`config.mk`:
```
export PLATFORM = sky130hd
export DESIGN_NAME = shake_128_expand_a_seq
export DESIGN_NICKNAME = d
export VERILOG_FILES = /design/src/rtl/shake_128_expand_a_seq.sv
export SDC_FILE = /design/constraint.sdc
export NUM_CORES = 1
export LEC_CHECK = 0
export CAP_MARGIN = 15
export CORE_MARGIN = 10
export CORE_UTILIZATION = 57
export CTS_BUF_LIST = sky130_fd_sc_hd__clkbuf_2
export DETAILED_ROUTE_END_ITERATION = 6
export GPL_TIMING_DRIVEN = 0
export PLACE_DENSITY_LB_ADDON = 0.1
export SYNTH_ARGS = -nofsm -noshare
export SYNTH_HDL_FRONTEND = slang
export SYNTH_SLANG_ARGS = --single-unit
```
`constraint.sdc`:
```
create_clock -name clk -period 4.74 [get_ports clk]
set_input_delay 0.948 -clock clk [delete_from_list [all_inputs] [get_ports clk]]
set_output_delay 0.948 -clock clk [all_outputs]
set_load 0.005 [all_outputs]
```
`src/rtl/shake_128_expand_a_seq.sv`:
```
// Sequencer for the SHAKE-128 ExpandA matrix walk: launches Keccak per (i,j) entry and feeds rate blocks to the sampler.
// Optional macro SHAKE_SQZ_LIMIT_EN caps squeezes per entry at MAX_SQZ (abandons the entry and sets err).
module shake_128_expand_a_seq #(
    parameter int K       = 4,
    parameter int L       = 4,
    parameter int MAX_SQZ = 8
) (
    input  logic       clk,
    input  logic       rst,
    input  logic       start,
    output logic       busy,
    output logic       done,
    output logic [7:0] i_idx,
    output logic [7:0] j_idx,
    output logic       kc_start,
    output logic       kc_init,
    input  logic       kc_done,
    output logic       blk_valid,
    input  logic       blk_ready,
    input  logic       smp_more,
    input  logic       smp_fin,
    output logic [3:0] sqz_cnt,
    output logic       err
);

    typedef enum logic [2:0] {IDLE, LAUNCH, WAIT, OFFER, DECIDE, NEXT, FIN} state_t;

`ifdef SHAKE_SQZ_LIMIT_EN
    localparam bit LIMIT_EN = 1'b1;
`else
    localparam bit LIMIT_EN = 1'b0;
`endif

    state_t     state_reg, state_next;
    logic [7:0] i_next, j_next;
    logic [3:0] sqz_next;
    logic       err_next;
    logic       fin_pend_reg, fin_pend_next;
    logic       more_pend_reg, more_pend_next;
    logic       fin_now, more_now, last_entry, limit_hit;

    // Sampler pulses that land during OFFER are held until DECIDE consumes them.
    assign fin_now    = smp_fin | fin_pend_reg;
    assign more_now   = smp_more | more_pend_reg;
    assign last_entry = (i_idx == 8'(K - 1)) && (j_idx == 8'(L - 1));
    assign limit_hit  = LIMIT_EN && (sqz_cnt == 4'(MAX_SQZ));

    assign busy      = (state_reg != IDLE) && (state_reg != FIN);
    assign done      = (state_reg == FIN);
    assign kc_start  = (state_reg == LAUNCH);
    assign kc_init   = (state_reg == LAUNCH) && (sqz_cnt == 4'd0);
    assign blk_valid = (state_reg == OFFER);

    always_comb begin
        state_next     = state_reg;
        i_next         = i_idx;
        j_next         = j_idx;
        sqz_next       = sqz_cnt;
        err_next       = err;
        fin_pend_next  = fin_pend_reg;
        more_pend_next = more_pend_reg;
        case (state_reg)
            IDLE: begin
                if (start) begin
                    state_next     = LAUNCH;
                    i_next         = 8'd0;
                    j_next         = 8'd0;
                    sqz_next       = 4'd0;
                    err_next       = 1'b0;
                    fin_pend_next  = 1'b0;
                    more_pend_next = 1'b0;
                end
            end
            LAUNCH: begin
                if (sqz_cnt != 4'hF) sqz_next = sqz_cnt + 4'd1;
                fin_pend_next  = 1'b0;
                more_pend_next = 1'b0;
                state_next     = WAIT;
            end
            WAIT: begin
                if (kc_done) state_next = OFFER;
            end
            OFFER: begin
                fin_pend_next  = fin_pend_reg | smp_fin;
                more_pend_next = more_pend_reg | smp_more;
                if (blk_ready) state_next = DECIDE;
            end
            DECIDE: begin
                fin_pend_next  = 1'b0;
                more_pend_next = 1'b0;
                if (fin_now) begin
                    if (more_now) err_next = 1'b1;
                    state_next = NEXT;
                end else if (more_now) begin
                    if (limit_hit) begin
                        err_next   = 1'b1;
                        state_next = NEXT;
                    end else begin
                        state_next = LAUNCH;
                    end
                end
            end
            NEXT: begin
                sqz_next = 4'd0;
                // Indices hold on the final entry so they never exceed K-1 / L-1.
                if (last_entry) begin
                    state_next = FIN;
                end else begin
                    if (j_idx == 8'(L - 1)) begin
                        j_next = 8'd0;
                        i_next = i_idx + 8'd1;
                    end else begin
                        j_next = j_idx + 8'd1;
                    end
                    state_next = LAUNCH;
                end
            end
            FIN:     state_next = IDLE;
            default: state_next = IDLE;
        endcase
        if (kc_done && (state_reg != WAIT)) err_next = 1'b1;
    end

    always_ff @(posedge clk or posedge rst) begin
        if (rst) begin
            state_reg     <= IDLE;
            i_idx         <= 8'd0;
            j_idx         <= 8'd0;
            sqz_cnt       <= 4'd0;
            err           <= 1'b0;
            fin_pend_reg  <= 1'b0;
            more_pend_reg <= 1'b0;
        end else begin
            state_reg     <= state_next;
            i_idx         <= i_next;
            j_idx         <= j_next;
            sqz_cnt       <= sqz_next;
            err           <= err_next;
            fin_pend_reg  <= fin_pend_next;
            more_pend_reg <= more_pend_next;
        end
    end

endmodule

```
==> results of run 1 <==
kinds of logic after synthesis:
family                     share of synthesized area
DFF                                            0.406
xor gates and xnor gates                      0.0273
muxes                                         0.0187
adders and majority gates                     0.0312
AOI/OAI and AO/OA                              0.176
and+or+nand+nor                                0.304
buffers and inverters                         0.0375
tightest hold or removal path: stages, from the launching register on:
cell	delay [ns]
dfrtp_1	0.41
nand2_1	0.05
nand2_1	0.05
cells in the final DEF, fill, tap and decap left out, types with 4 or more instances in the layout:
cell type	Yosys	final
nand2_1	19	19
or3_1	4	4
nor2_1	10	10
dfrtp_1	26	26
inv_1	7	7
clkdlybuf4s50_1	0	32
a21oi_1	4	4
nor3_1	8	8
nand3_1	10	10
o21ai_0	13	13
ha_1	4	4
xnor2_1	4	4
and3_1	4	4
layer usage:
metal	track usage	vias to the layer above	wire [microns]
met4	0.0527	0	101
met3	0.0381	14	317
met5	0	-	0
met2	0.270	53	1990
met1	0.177	710	1700
li1	-	698	-
final timing paths:
| kind | to | depth (start not counted) | slack [ns] | from |
|---|---|---|---|---|
| hold / removal | err$_DFFE_PP0P_ | 2 | 0.52 | err$_DFFE_PP0P_ |
| hold reg to reg | err$_DFFE_PP0P_ | 2 | 0.52 | err$_DFFE_PP0P_ |
| setup / recovery | done | 4 | 1.62 | state_reg[2]$_DFFE_PP0P_ |
| max in group asynchronous | state_reg[2]$_DFFE_PP0P_ | 2 | 3.09 | rst |
| min in group asynchronous | j_idx[6]$_DFFE_PP0P_ | 2 | 1.07 | rst |
| setup reg to reg | i_idx[5]$_DFFE_PP0P_ | 5 | 2.78 | j_idx[0]$_DFFE_PP0P_ |
per-stage QoR:
| step | std cells | power [mW] | hold slack (ns) |
|---|---|---|---|
| after floorplan | 171 | 0.555 | 0.463 |
| after global placement | 234 | 0.701 | 0.461 |
| after detailed placement | 234 | 0.726 | 0.472 |
| after CTS | 237 | 0.807 | 0.525 |
| after global routing | 237 | 0.871 | 0.570 |
| final | 237 | 0.810 | 0.520 |
area by class of cell:
class                           count  area [sq um]
Multi-Input combinational cell    131           892
Inverter                            9          33.8
Timing Repair Buffer               32           320
Sequential cell                    26           651
Clock buffer                        3          15.0
Tap cell                           31          38.8
Fill cell                         211           757
Buffer                              5          26.3
power groups by stage:
stage | clock [mW] | sequential, mW | combinational (mW)
2_1_floorplan | 0 | 0.322 | 0.233
3_3_place_gp | 0 | 0.325 | 0.376
3_5_place_dp | 0 | 0.331 | 0.394
4_1_cts | 0.0847 | 0.327 | 0.395
5_1_grt | 0.0924 | 0.337 | 0.442
6_report | 0.0866 | 0.328 | 0.396
==> impl_metrics.ini, run 1 <==
[synthesis]
yosys.cell_count.top_type = dfrtp_1
synth_fp_nets = 182
synth_async_sr_flop_share = 1.00
yosys-top-cells-count = dfrtp_1, nand2_1, o21ai_0
yosys.area.top_type = dfrtp_1
seq_area_frac_synth = 0.406
ys.flop_type = dfrtp_1
ys_seq_elements = 26
synth_cell_types = 50
yosysTopAreaCellShare = 0.406
avgSynthCellArea_sq_um = 9.37
ys_warn_count = 0
syn-instance-count = 171
synth-edff-count = 0
syn_area_sq_mm = 0.00160
synth_area_leaders = dfrtp_1, nand2_1, o21ai_0, ha_1, nand3_1

[global_route]
antenna_found_initial = 0
grt_pass1_vias = 1488
grt_overflow = 0
grt_max_degree = 27
grt_pass1_wl_microns = 6920
track_usage = 0.154

[detailed_routing]
firstDrtPassIters = 6
wirelength_microns = 4110
drtIter0Drc = 112
post-route-drc-count = 0
ant_nets = 0
post_drt_wl_per_cell_microns = 17.3
vias = 1475
viasPerCell = 6.22

[floorplan]
num_rows = 19
coreArea_sq_mm = 0.00273
die_w_microns = 73.0
io-pin-count = 33
initial_core_util = 0.586
die_area_sq_mm = 0.00533
die_h_microns = 73.0

[placement]
numPortBuffers = 32
dpl.hpwl_microns = 3030
placement.cell_area_sq_mm = 0.00196
gp_congestion = 0.853
place_ws_ns = 1.92

[setup_path]
slowest_delay_ns = 0.51
critPathLaunchType = flop
crit_arrival_ns = 2.17
cp_cell_sequence = buf_2 > buf_1 > and3_1 > clkdlybuf4s50_1
worstSetupPathType = reg -> out
end_kind = output pin
critical-path-top-delay-family = buffers and inverters
crit_path_max_fanout = 10
cp_data_required_time_ns = 3.79
cp.buffers_inverters = 3
slowest_stage = dfrtp_1

[power_and_ir_drop]
switchingPower_uw = 335
leakagePower_nw = 0.836
switching_share = 0.413
peakVddDrop_uv = 447
comb_power_share = 0.488
clkPwrFrac = 0.107
pwr-share-seq = 0.405
p_int_uw = 475
p_per_area_mw_per_mm2 = 410

[cts]
clk_latency_ns = 0.37
path_clk_slew_ns = 0.24
htreeDepth = 1
cts_tree = yes
post-cts-setup-buffers = 0
cts-root-buf = clkbuf_2
cts_sinks = 26
cts_hold_buf = 0
cts-buffers-inserted = 3
clock_path_buffers = 2
cts_resized = 0

[timing]
fmax_ghz = 0.321
period_needed_ns = 3.12
finalSetupTns_ns = 0
hold_viol_final = 0
slew_violations = 0
tightest_slew_ns = 0.990
setup_ws_ns = 1.62
setup_viol = 0
fin_skew_ns = 0.00724
rsz0062_at_grt = no
period_share = 0.658
slew_headroom = 0.339

[finish]
drive_above_1_share = 0.0971
fin_nets = 219
reg.largest.list = i_idx (8), j_idx (8), sqz_cnt (4)
finalInstanceArea_sq_mm = 0.00198
fin_util = 0.723
area_growth_pct = 23.3
antenna_cells = 0

[min_path]
min_path_type = reg -> reg

[run_status]
outcome = completed

[run]
maxCapViolations = 0
Power figures use the tool's default switching activity.
==> inputs of run 2 (changes only) <==
- CORE_UTILIZATION: 57 -> 53
- clock period: 4.74 -> 2.9 ns (I/O delays scaled with it)
==> impl_metrics.ini, run 2 (synthesized netlist as in run 1, its figures left out) <==
[finish]
area_growth_pct = 23.7
final_common_cell = clkdlybuf4s50_1
drive_above_1_share = 0.101
fin_nets = 219
fin_util = 0.701
final_cell_mix = clkdlybuf4s50_1, dfrtp_1, nand2_1
reg.largest.list = i_idx (8), j_idx (8), sqz_cnt (4)
antenna_cells = 0

[run_status]
outcome = completed

[floorplan]
die_area_sq_mm = 0.00562
num_rows = 19
io-pin-count = 33
initial_core_util = 0.567
die_w_microns = 75.0
die_h_microns = 75.0
coreArea_sq_mm = 0.00283

[power_and_ir_drop]
power_mw = 1.31
leakagePower_nw = 0.841
peakVddDrop_uv = 523
p_per_area_mw_per_mm2 = 661

[cts]
clock_path_buffers = 2
path_clk_slew_ns = 0.26
cts_sinks = 26
cts_tree = yes
post-cts-setup-buffers = 0
cts-buffers-inserted = 3
cts-root-buf = clkbuf_2
htreeDepth = 1
clk_latency_ns = 0.36

[min_path]
min_to = err$_DFFE_PP0P_
min_from = err$_DFFE_PP0P_
holdPathStages = 2
min_path_type = reg -> reg

[global_route]
antenna_found_initial = 0
grt_pass1_wl_microns = 6830
grt_max_degree = 27
grt_pass1_vias = 1396
track_usage = 0.150
grt_overflow = 0

[setup_path]
critPathLaunchType = flop
rrSetupSlack_ns = 0.93
cp.buffers_inverters = 2
cp_data_required_time_ns = 2.32
worstSetupPathType = reg -> out
crit_path_max_fanout = 10
end_kind = output pin
reg2reg_from = j_idx[0]$_DFFE_PP0P_
crit_arrival_ns = 2.08
critical-path-top-delay-family = buffers and inverters
slowest_delay_ns = 0.51
r2r_end = j_idx[3]$_DFFE_PP0P_
rr_worst_depth = 5
slowest_stage = clkdlybuf4s50_1
cp_cell_sequence = buf_2 > nor3_1 > and3_1 > clkdlybuf4s50_1

[detailed_routing]
firstDrtPassIters = 4
post_drt_wl_per_cell_microns = 16.0
wirelength_microns = 3800
viasPerCell = 6.16
drtIter0Drc = 193
ant_nets = 0
vias = 1466
post-route-drc-count = 0

[placement]
place_ws_ns = 0.483
dpl.hpwl_microns = 2900
gp_congestion = 0.858
numPortBuffers = 32

[timing]
rsz0062_at_grt = no
slew_violations = 0
period_needed_ns = 2.66
tightest_slew_ns = 1.01
hold_viol_final = 0
slew_headroom = 0.328
fin_skew_ns = 0.0140
fmax_ghz = 0.375
finalSetupTns_ns = 0
setup_viol = 0
period_share = 0.919
setup_ws_ns = 0.236

[run]
maxCapViolations = 0
run 2: cell count changes in the layout (fill, tap and decap cells not counted):
cell / before / now
buf_1: 1 / 0
clkbuf_2: 3 / 4
clkinv_1: 0 / 1
run 2: repair_timing:
item                       CTS  global route
gates resized for setup      0             1
setup endpoints to repair    0             2
hold buffers                 0             0
run 2: final cells by class:
cell class / count / area, sq um
well taps: 31 / 38.8
fillers: 232 / 847
clock buffers: 3 / 15.0
inverters: 9 / 33.8
multi-input cells: 131 / 892
repair buffers: 32 / 320
clock inverters: 1 / 3.75
flip-flops and latches: 26 / 651
plain buffers: 5 / 27.5
run 2: tightest hold or removal path, cell delays in order, from the launching register on:
cell,delay (ns)
dfrtp_1,0.41
nand2_1,0.05
nand2_1,0.05
run 2: through the flow:
stage          cells  area [sq um]  hold slack [ns]
2_1_floorplan    171          1600            0.463
3_3_place_gp     234          1960            0.456
3_5_place_dp     234          1960            0.472
4_1_cts          238          1980            0.531
5_1_grt          238          1980            0.574
6_report         238          1980            0.522
run 2: metal layers:
layer | vias up | wire length, microns | global-route usage
met5 | - | 0 | 0
met4 | 0 | 34 | 0.0378
met3 | 6 | 270 | 0.0460
met2 | 41 | 1760 | 0.230
met1 | 711 | 1740 | 0.200
li1 | 708 | - | -
run 2: how the worst max path moves through the flow:
stage / startpoint / endpoint / slack [ns] / cells past startpoint
floorplan: j_idx[0]$_DFFE_PP0P_ / j_idx[2]$_DFFE_PP0P_ / 1.13 / 5
global placement: start / sqz_cnt[3]$_DFFE_PP0P_ / 0.51 / 5
detailed placement: start / sqz_cnt[3]$_DFFE_PP0P_ / 0.48 / 5
CTS: state_reg[2]$_DFFE_PP0P_ / done / 0.13 / 4
global route: state_reg[1]$_DFFE_PP0P_ / kc_init / 0.06 / 4
finish: state_reg[1]$_DFFE_PP0P_ / kc_init / 0.24 / 4
run 2: report_power, final:
part,switching [mW],total (mW),internal (mW)
registers,0.0933,0.532,0.438
logic,0.325,0.637,0.311
clock network,0.111,0.141,0.0299
==> inputs of run 3 (changes only) <==
- CORE_UTILIZATION: 53 -> 44
==> impl_metrics.ini, run 3 (synthesized netlist as in run 1, its figures left out) <==
[global_route]
track_usage = 0.120
grt_pass1_wl_microns = 6400
antenna_found_initial = 0
grt_max_degree = 27
grt_overflow = 0
grt_pass1_vias = 1385

[power_and_ir_drop]
peakVddDrop_uv = 363
switching_share = 0.403
clkPwrFrac = 0.107
power_mw = 1.30
p_int_uw = 777
leakagePower_nw = 0.841
switchingPower_uw = 525
pwr-share-seq = 0.410
p_per_area_mw_per_mm2 = 651
comb_power_share = 0.483

[floorplan]
initial_core_util = 0.469
die_h_microns = 80.4
io-pin-count = 33
die_w_microns = 80.4
coreArea_sq_mm = 0.00342
num_rows = 21
die_area_sq_mm = 0.00646

[finish]
reg.largest.list = i_idx (8), j_idx (8), sqz_cnt (4)
antenna_cells = 0
final_common_cell = clkdlybuf4s50_1
register_area_sq_um = 651
area_growth_pct = 24.8
multiInputGateArea_sq_um = 892
fin_nets = 219
drive_above_1_share = 0.101
fillCellCount = 327
final_cell_mix = clkdlybuf4s50_1, dfrtp_1, nand2_1
finalInstanceArea_sq_mm = 0.00200

[timing]
setup_viol = 0
fmax_ghz = 0.378
slew_violations = 0
tightest_slew_ns = 0.983
period_needed_ns = 2.65
hold_viol_final = 0
finalSetupTns_ns = 0
fin_skew_ns = 0.00786
whs_ns = 0.530
period_share = 0.913
rsz0062_at_grt = no
slew_headroom = 0.344

[setup_path]
crit_arrival_ns = 2.07
cp_data_required_time_ns = 2.32
crit_path_max_fanout = 10
critPathLaunchType = flop
end_kind = output pin
worstSetupPathType = reg -> out

[detailed_routing]
viasPerCell = 5.65
vias = 1429
wirelength_microns = 3820
ant_nets = 0
post_drt_wl_per_cell_microns = 15.1
post-route-drc-count = 0
drtIter0Drc = 122
firstDrtPassIters = 4

[cts]
cts_sinks = 26
cts_resized = 0
clk_latency_ns = 0.36
cts-root-buf = clkbuf_2
cts_hold_buf = 0
htreeDepth = 1
post-cts-setup-buffers = 0
cts-buffers-inserted = 3
cts_tree = yes
clock_path_buffers = 2
path_clk_slew_ns = 0.23

[run]
maxCapViolations = 0

[placement]
placement.cell_area_sq_mm = 0.00198
gp_congestion = 0.864
numPortBuffers = 32
dpl.hpwl_microns = 2890

[run_status]
outcome = completed

[min_path]
min_path_type = reg -> reg
-- run 3: per-stage QoR --
| step | std cells | setup WS, ns | utilization |
|---|---|---|---|
| 2_1_floorplan | 171 | 1.13 | - |
| 3_3_place_gp | 249 | 0.489 | 0.580 |
| 3_5_place_dp | 249 | 0.426 | 0.580 |
| 4_1_cts | 253 | 0.101 | 0.585 |
| 5_1_grt | 253 | 0.0594 | 0.586 |
| 6_report | 253 | 0.252 | 0.586 |
-- run 3: path summary, 6_finish.rpt --
path / start / end / slack (ns) / depth (start not counted)
setup / recovery: state_reg[2]$_DFFE_PP0P_ / done / 0.25 / 4
hold / removal: err$_DFFE_PP0P_ / err$_DFFE_PP0P_ / 0.53 / 2
setup reg to reg: j_idx[0]$_DFFE_PP0P_ / j_idx[2]$_DFFE_PP0P_ / 0.96 / 5
hold reg to reg: err$_DFFE_PP0P_ / err$_DFFE_PP0P_ / 0.53 / 2
max in group asynchronous: rst / sqz_cnt[2]$_DFFE_PP0P_ / 1.61 / 2
min in group asynchronous: rst / j_idx[3]$_DFFE_PP0P_ / 0.70 / 2
-- run 3: final cells by class --
class | instances | area share
clock inverter | 1 | 0.00188
sequential | 26 | 0.325
multi-input combinational | 131 | 0.446
timing repair buffer | 32 | 0.160
inverter | 9 | 0.0169
clock buffer | 3 | 0.00750
buffer | 5 | 0.0138
tap | 46 | 0.0288
-- run 3: metal layers --
| layer | share of wire | vias to the layer above | global-route usage | wire (microns) |
|---|---|---|---|---|
| met5 | 0 | - | 0 | 0 |
| met4 | 0.021 | 0 | 0.0405 | 82 |
| met3 | 0.070 | 9 | 0.0345 | 268 |
| met2 | 0.46 | 42 | 0.189 | 1780 |
| met1 | 0.44 | 678 | 0.153 | 1690 |
| li1 | - | 700 | - | - |
-- run 3: critical path, cell delays in order, from the launching register on --
cell and delay [ns]:
dfrtp_1 0.51, buf_2 0.24, clkbuf_2 0.25, and3_1 0.18
clkdlybuf4s50_1 0.52
-- run 3: power groups by stage --
| stage | clock network (mW) | logic (mW) | registers, mW |
|---|---|---|---|
| 6_report | 0.140 | 0.629 | 0.533 |
| 5_1_grt | 0.158 | 0.707 | 0.549 |
| 4_1_cts | 0.146 | 0.636 | 0.533 |
| 3_5_place_dp | 0 | 0.632 | 0.540 |
| 3_3_place_gp | 0 | 0.621 | 0.532 |
| 2_1_floorplan | 0 | 0.380 | 0.527 |
